==> src/rtl/noc_pkg.sv <==
// Shared NoC router definitions: flit type encoding, port sizing, type-field
// position, port index names, allocator FSM states and an index wrap helper.
package noc_pkg;

    localparam int N_PORTS    = 5;
    localparam int FLIT_WIDTH = 34;
    localparam int IDX_W      = 3;

    // Flit type lives in the two most significant bits of every flit
    localparam int TYPE_MSB = FLIT_WIDTH - 1;
    localparam int TYPE_LSB = FLIT_WIDTH - 2;

    // Input port indices
    localparam int PORT_NORTH = 0;
    localparam int PORT_SOUTH = 1;
    localparam int PORT_EAST  = 2;
    localparam int PORT_WEST  = 3;
    localparam int PORT_LOCAL = 4;

    typedef enum logic [1:0] {
        FT_HEAD   = 2'b00,
        FT_BODY   = 2'b01,
        FT_TAIL   = 2'b10,
        FT_SINGLE = 2'b11
    } flit_type_t;

    typedef enum logic {
        ST_IDLE   = 1'b0,
        ST_LOCKED = 1'b1
    } arb_state_t;

    // (base + ofs) mod n, valid for base < n and ofs <= n
    function automatic int unsigned wrap_add(input int unsigned base,
                                             input int unsigned ofs,
                                             input int unsigned n);
        int unsigned sum;
        sum = base + ofs;
        if (sum >= n) begin
            sum = sum - n;
        end else begin
            sum = sum;
        end
        return sum;
    endfunction

endpackage

==> src/rtl/rr_arbiter.sv <==
// Combinational round-robin picker.
//   elig_i       : per-input eligibility
//   rr_ptr_i     : index that has highest priority this round
//   winner_o     : one-hot winner (0 when nothing eligible)
//   winner_idx_o : index of the winner (0 when nothing eligible)
//   any_o        : at least one input is eligible
module rr_arbiter #(
    parameter int N_PORTS = noc_pkg::N_PORTS,
    parameter int IDX_W   = noc_pkg::IDX_W
) (
    input  logic [N_PORTS-1:0] elig_i,
    input  logic [IDX_W-1:0]   rr_ptr_i,
    output logic [N_PORTS-1:0] winner_o,
    output logic [IDX_W-1:0]   winner_idx_o,
    output logic               any_o
);
    import noc_pkg::*;

    logic [IDX_W-1:0] pos_s;

    // Scan rr_ptr, rr_ptr+1, ... (mod N_PORTS); the first eligible index wins
    always_comb begin
        winner_o     = '0;
        winner_idx_o = '0;
        any_o        = 1'b0;
        pos_s        = '0;
        for (int k = 0; k < N_PORTS; k++) begin
            pos_s = IDX_W'(wrap_add(32'(rr_ptr_i), 32'(k), 32'(N_PORTS)));
            if (!any_o && elig_i[pos_s]) begin
                any_o           = 1'b1;
                winner_idx_o    = pos_s;
                winner_o[pos_s] = 1'b1;
            end else begin
                any_o = any_o;
            end
        end
    end

endmodule

==> src/rtl/output_port_arbiter.sv <==
// Switch allocator for one router output port. Shares the port among the
// inputs round-robin, holds a wormhole lock from head to tail, and muxes the
// owner's flit onto the output channel.
//   clk, arst       : clock, asynchronous active-low reset
//   req_i, valid_i  : per-input route bit for this port / flit valid
//   flit_i          : input i flit at [i*FLIT_WIDTH +: FLIT_WIDTH]
//   ready_o         : per-input accept (handshake with valid_i)
//   out_valid_o, out_flit_o, out_ready_i : downstream channel
//   grant_o, grant_idx_o : lock owner (one-hot / index), 0 when idle
//   busy_o          : lock held
//   proto_err_o     : one-cycle pulse on a flit-type protocol violation
module output_port_arbiter #(
    parameter int N_PORTS    = noc_pkg::N_PORTS,
    parameter int FLIT_WIDTH = noc_pkg::FLIT_WIDTH,
    parameter int IDX_W      = noc_pkg::IDX_W
) (
    input  logic                          clk,
    input  logic                          arst,
    input  logic [N_PORTS-1:0]            req_i,
    input  logic [N_PORTS-1:0]            valid_i,
    input  logic [N_PORTS*FLIT_WIDTH-1:0] flit_i,
    output logic [N_PORTS-1:0]            ready_o,
    output logic                          out_valid_o,
    output logic [FLIT_WIDTH-1:0]         out_flit_o,
    input  logic                          out_ready_i,
    output logic [N_PORTS-1:0]            grant_o,
    output logic [IDX_W-1:0]              grant_idx_o,
    output logic                          busy_o,
    output logic                          proto_err_o
);
    import noc_pkg::*;

    arb_state_t             state_q, state_d;
    logic [N_PORTS-1:0]     grant_q, grant_d;
    logic [IDX_W-1:0]       grant_idx_q, grant_idx_d;
    logic [IDX_W-1:0]       rr_ptr_q, rr_ptr_d;
    logic                   first_done_q, first_done_d;
    logic                   proto_err_q, proto_err_d;

    logic [FLIT_WIDTH-1:0]  flit_s [N_PORTS];
    flit_type_t             type_s [N_PORTS];
    logic [N_PORTS-1:0]     elig_s;
    logic [N_PORTS-1:0]     stray_s;
    logic [N_PORTS-1:0]     win_s;
    logic [IDX_W-1:0]       win_idx_s;
    logic                   win_any_s;

    logic [FLIT_WIDTH-1:0]  own_flit_s;
    flit_type_t             own_type_s;
    logic                   own_valid_s;
    logic                   xfer_s;
    logic [N_PORTS-1:0]     ready_s;
    logic                   out_valid_s;
    logic [FLIT_WIDTH-1:0]  out_flit_s;

    // Split the flit bus and classify each requesting input
    always_comb begin
        for (int i = 0; i < N_PORTS; i++) begin
            flit_s[i]  = flit_i[i*FLIT_WIDTH +: FLIT_WIDTH];
            type_s[i]  = flit_type_t'(flit_s[i][FLIT_WIDTH-1 -: 2]);
            elig_s[i]  = req_i[i] & valid_i[i] &
                         ((type_s[i] == FT_HEAD) || (type_s[i] == FT_SINGLE));
            // Mid-packet flit asking for an unlocked port
            stray_s[i] = req_i[i] & valid_i[i] &
                         ((type_s[i] == FT_BODY) || (type_s[i] == FT_TAIL));
        end
    end

    rr_arbiter #(
        .N_PORTS (N_PORTS),
        .IDX_W   (IDX_W)
    ) u_rr (
        .elig_i       (elig_s),
        .rr_ptr_i     (rr_ptr_q),
        .winner_o     (win_s),
        .winner_idx_o (win_idx_s),
        .any_o        (win_any_s)
    );

    // Lock FSM: next state, channel mux and protocol checks
    always_comb begin
        state_d      = state_q;
        grant_d      = grant_q;
        grant_idx_d  = grant_idx_q;
        rr_ptr_d     = rr_ptr_q;
        first_done_d = first_done_q;
        proto_err_d  = 1'b0;
        ready_s      = '0;
        out_valid_s  = 1'b0;
        out_flit_s   = '0;
        own_flit_s   = flit_s[grant_idx_q];
        own_type_s   = type_s[grant_idx_q];
        own_valid_s  = valid_i[grant_idx_q];
        xfer_s       = 1'b0;
        case (state_q)
            ST_IDLE: begin
                proto_err_d = |stray_s;
                if (win_any_s) begin
                    state_d      = ST_LOCKED;
                    grant_d      = win_s;
                    grant_idx_d  = win_idx_s;
                    first_done_d = 1'b0;
                end else begin
                    state_d = ST_IDLE;
                end
            end
            ST_LOCKED: begin
                out_valid_s          = own_valid_s;
                out_flit_s           = own_flit_s;
                ready_s[grant_idx_q] = out_ready_i;
                xfer_s               = own_valid_s & out_ready_i;
                if (xfer_s) begin
                    first_done_d = 1'b1;
                    // A second head inside one lock is passed through but flagged
                    proto_err_d  = first_done_q && (own_type_s == FT_HEAD);
                    if ((own_type_s == FT_TAIL) || (own_type_s == FT_SINGLE)) begin
                        state_d     = ST_IDLE;
                        grant_d     = '0;
                        grant_idx_d = '0;
                        rr_ptr_d    = IDX_W'(wrap_add(32'(grant_idx_q), 32'd1, 32'(N_PORTS)));
                    end else begin
                        state_d = ST_LOCKED;
                    end
                end else begin
                    state_d = ST_LOCKED;
                end
            end
            default: begin
                state_d     = ST_IDLE;
                grant_d     = '0;
                grant_idx_d = '0;
            end
        endcase
    end

    // State and lock registers
    always_ff @(posedge clk or negedge arst) begin
        if (!arst) begin
            state_q      <= ST_IDLE;
            grant_q      <= '0;
            grant_idx_q  <= '0;
            rr_ptr_q     <= '0;
            first_done_q <= 1'b0;
            proto_err_q  <= 1'b0;
        end else begin
            state_q      <= state_d;
            grant_q      <= grant_d;
            grant_idx_q  <= grant_idx_d;
            rr_ptr_q     <= rr_ptr_d;
            first_done_q <= first_done_d;
            proto_err_q  <= proto_err_d;
        end
    end

    assign ready_o     = ready_s;
    assign out_valid_o = out_valid_s;
    assign out_flit_o  = out_flit_s;
    assign grant_o     = grant_q;
    assign grant_idx_o = grant_idx_q;
    assign busy_o      = (state_q == ST_LOCKED);
    assign proto_err_o = proto_err_q;

endmodule

==> config.mk <==
export PLATFORM = sky130hd
export DESIGN_NAME = output_port_arbiter
export DESIGN_NICKNAME = d
export VERILOG_FILES = /design/src/rtl/noc_pkg.sv /design/src/rtl/rr_arbiter.sv /design/src/rtl/output_port_arbiter.sv
export SDC_FILE = /design/constraint.sdc
export NUM_CORES = 1
export LEC_CHECK = 0
export ABC_AREA = 1
export CAP_MARGIN = 10
export CORE_MARGIN = 5
export CORE_UTILIZATION = 32
export CTS_CLUSTER_SIZE = 30
export DETAILED_ROUTE_END_ITERATION = 12
export PLACE_DENSITY = 0.8
export SLEW_MARGIN = 0
export SYNTH_ARGS = -nofsm -noshare
export SYNTH_HDL_FRONTEND = slang
export SYNTH_SLANG_ARGS = --single-unit
==> constraint.sdc <==
create_clock -name clk -period 2.85 [get_ports clk]
set_input_delay 0.7125 -clock clk [delete_from_list [all_inputs] [get_ports clk]]
set_output_delay 0.7125 -clock clk [all_outputs]
set_load 0.02 [all_outputs]
==> reports/metrics.csv <==
stage,metric,value,unit
yosys,main combinational cell family by area after synthesis,simple AND/OR/NAND/NOR gates,
detailed_routing,post-DR vias/cell,5.24,
yosys,Synth Area in Compound Gates,23.5,%
yosys,synth unique cells,45,
worst_setup_path,CP Depth,7,
final_layout,layout cell share with drive strength beyond 1,17.1,%
die,standard-cell rows,36,
yosys,XOR/XNOR Fraction of Synth Area,2.78,%
worst_setup_path,r2r setup slk,150,ps
detailed_routing,initial DRC count,315,
pwr,Design Power,6.69,mW
worst_setup_path,crit path launch type,flop,
worst_setup_path,R2R depth,18,
sta,crit share post-route,97.4,%
placed_design,DP Worst Slack,-183,ps
yosys,post-synthesis simple-gate area fraction,48.9,%
placed_design,DP Cell Count,947,
sta,fin. max-slew vios,0,
final_layout,Non-Filler Instances,959,
yosys,"flops & latches, synth",14,
pwr,Peak VDD IR,0.000546,V
die,chip width,109,um
yosys,Post-Synth Adder-Cell Area,5.07,%
die,Die Span Y,109,um
worst_setup_path,max incr delay on CP,430,ps
cts,clock latency on the worst-skew pair,250,ps
sta,Final Hold Fails,0,
grt,GRT Resource Usage Total,28.3,%
yosys,synthesized cell area,0.00311,mm^2
grt,initial antenna violation count,2,
pwr,Leakage,2.80,nW
run_status,run status,completed,
cts,Max Buffers Root-to-Sink,2,
worst_setup_path,Crit. Startpoint,grant_idx_o[0]$_DFFE_PN0P_,
grt,grt ovf,0,
worst_setup_path,worst setup path endpoint,out_flit_o[15],
sta,PnR worst setup slack,75.4,ps
grt,largest net degree at the start of global routing,39,
placed_design,PortBufs,232,
yosys,Post-synth EDFFs,0,
sta,Slew headroom,58.3,%
sta,Max Clock Freq,360,MHz
worst_setup_path,arrival time at the worst endpoint,2060,ps
placed_design,DP HPWL,14500,um
detailed_routing,DRT antenna net count,0,
worst_setup_path,Crit Path Category,flop to primary output,
sta,Hold WS,503,ps
yosys,largest area contributor in the netlist,nand2_1,
yosys,mux cell area share after synthesis,0,%
final_layout,post-layout util,63.8,%
detailed_routing,vias post-DR,5024,
pwr,PwrDens,1090,mW/mm^2
sta,clk_skew,2.06,ps
yosys,warning count from the yosys run,0,
worst_setup_path,crit-path leading delay family,buffers and inverters,
cts,Num CTS Buffers,3,
final_layout,area grow syn2layout,97.9,%
yosys,Synth Flop Type,dfrtp_1,
detailed_routing,DRT Pass-1 Iters,5,
die,die footprint,0.0118,mm^2
worst_setup_path,CP max FO,29,
yosys,largest cells by area after synthesis,"nand2_1 27%, dfrtp_1 11%, nor2_1 5.7%, nand3_1 4.7%, a21oi_1 4.5%",
cts,"Clk pin slew, worst setup/hold paths",60,ps
sta,Slew @ Worst Pin,624,ps
cts,CTS tree,built,
flow_run,max-cap violations,0,
die,starting density of the core,32.3,%
final_layout,fill cell count,919,
yosys,Post-Syn Nets,744,
worst_setup_path,worst reg2reg endpoint,grant_idx_o[1]$_DFFE_PN0P_,
worst_setup_path,RR Startpoint,rr_ptr_q[0]$_DFFE_PN0P_,
worst_setup_path,crit path cell chain,"inv_1, nand2_1, clkinv_1, buf_12, a221oi_1, a21oi_1, dlygate4sd2_1",
worst_setup_path,Worst EP required,2140,ps
yosys,post-synth top area share,26.7,%
hold_path,hold crit path type,flop to flop,
detailed_routing,DRC viols,0,
detailed_routing,wire per inst,17.9,um
detailed_routing,Routed WL,17200,um
cts,clk sinks,14,
placed_design,gpl congestion,0.906,
worst_setup_path,Critical Path Sink Type,primary output,
sta,# setup viols final,0,
cts,H-tree Lvls,1,
yosys,sequential area share after synthesis,11.3,%
worst_setup_path,slowest CP cell,dfrtp_2,
die,# IOs,233,
yosys,Mapped Cells,549,
grt,vias in the first global route,5069,
cts,CTS root buf,clkbuf_8,
sta,Final Critical Period,2770,ps
worst_setup_path,Worst Path Buf+Inv,4,
final_layout,fin nets,1022,
final_layout,n_diodes,0,
yosys,Post-synth ARST share,100,%
grt,first-pass GRT wire length,25900,um
yosys,Mean Syn Cell Area,5.66,um^2
die,total core area,0.00964,mm^2
-- Yosys cell counts, types with 3 or more instances --
cell type / count
nand2_1: 221
nor2_1: 47
inv_1: 32
nand3_1: 29
a21oi_1: 28
clkbuf_1: 19
a221oi_1: 16
a22oi_1: 14
a41oi_1: 14
dfrtp_1: 14
nand4_1: 14
ha_1: 11
o21ai_0: 11
nand2_2: 9
inv_2: 6
nor3_1: 4
o211ai_1: 4
o21ai_1: 4
xnor2_1: 4
xor2_1: 4
a31oi_1: 3
nand3_2: 3
nand3b_1: 3
o21ai_2: 3
-- worst min-delay path by stage --
stage,depth (start not counted),to,startpoint
3_3_place_gp,1,first_done_q$_DFFE_PN0P_,first_done_q$_DFFE_PN0P_
6_report,1,first_done_q$_DFFE_PN0P_,first_done_q$_DFFE_PN0P_
4_1_cts,1,first_done_q$_DFFE_PN0P_,first_done_q$_DFFE_PN0P_
3_5_place_dp,1,first_done_q$_DFFE_PN0P_,first_done_q$_DFFE_PN0P_
2_1_floorplan,0,busy_o$_DFF_PN0_,arst
5_1_grt,1,first_done_q$_DFFE_PN0P_,first_done_q$_DFFE_PN0P_
-- placed cells by master (no fill, tap or decap), drive strengths merged, types with 11 or more instances in the layout --
master | netlist | layout
dlygate4sd2 | 0 | 19
buf | 4 | 65
inv | 40 | 40
nand2 | 231 | 231
a221oi | 16 | 16
a41oi | 14 | 14
nand3 | 34 | 34
clkbuf | 19 | 15
dfrtp | 14 | 14
a22oi | 14 | 14
o21ai | 18 | 18
clkdlybuf4s50 | 0 | 192
ha | 11 | 11
nor2 | 52 | 52
nand4 | 14 | 14
a21oi | 29 | 29
-- worst reg2reg max path, cell delays in order, from the launching register on --
cell and delay [ps]:
dfrtp_1 410, inv_4 70, buf_4 140, ha_2 320
xnor2_2 210, nand2_1 100, nand2_1 120, nor2_2 70
nand3_1 120, nand3_4 90, buf_12 140, nor2_8 140
nand2_4 80, nor2_8 130, nand2_2 100, nand2_4 140
nor2_2 60, nand2_1 90, nand2_1 60
-- sequential cells by signal, summed over array words and instances, names as in the netlist --
register,flops
grant_idx_o,3
busy_o,1
proto_err_o,1
rr_ptr_q,3
grant_o,5
first_done_q,1
-- power breakdown --
group / leakage (nW) / internal, mW / switching, mW
Sequential: 0.169 / 0.272 / 0.0766
Combinational: 2.60 / 2.46 / 3.68
Clock: 0.0288 / 0.123 / 0.0745
-- final cells by class --
type / instances / area (um^2) / area share (%)
Clock buffer: 4 / 55.1 / 0.894
Sequential cell: 14 / 355 / 5.77
Multi-Input combinational cell: 470 / 2620 / 42.6
Inverter: 42 / 163 / 2.64
Tap cell: 133 / 166 / 2.70
Timing Repair Buffer: 296 / 2790 / 45.4
-- what timing repair did --
action / 4_1_cts / 5_1_grt
setup buffers: 1 / 7
endpoints found under the setup margin: 40 / 34
hold buffers: 0 / 0
pin swaps: 1 / 4
gates resized for setup: 42 / 65
-- layer usage --
| metal | wire (um) | vias to the layer above | global-route usage, % |
|---|---|---|---|
| met2 | 8610 | 245 | 48.7 |
| met3 | 1240 | 75 | 6.69 |
| met1 | 6240 | 2281 | 32.3 |
| met4 | 1070 | 4 | 15.1 |
| met5 | 27 | - | 0 |
| li1 | - | 2419 | - |
-- cell families (layout without fill, tap and decap cells) --
logic type,after synthesis,after routing
AOI/OAI and AO/OA,106,106
xor gates and xnor gates,9,9
adders and majority gates,12,12
buffers and inverters,65,342
DFF,14,14
and+or+nand+nor,343,343
-- stage by stage --
stage	TNS [ps]	cell area, um^2
after global placement	-1340	5970
after CTS	0	6010
final	0	6150
after detailed placement	-1970	5970
after global routing	-157	6150
after floorplan	0	3110
(Power assumes the default switching activity.)
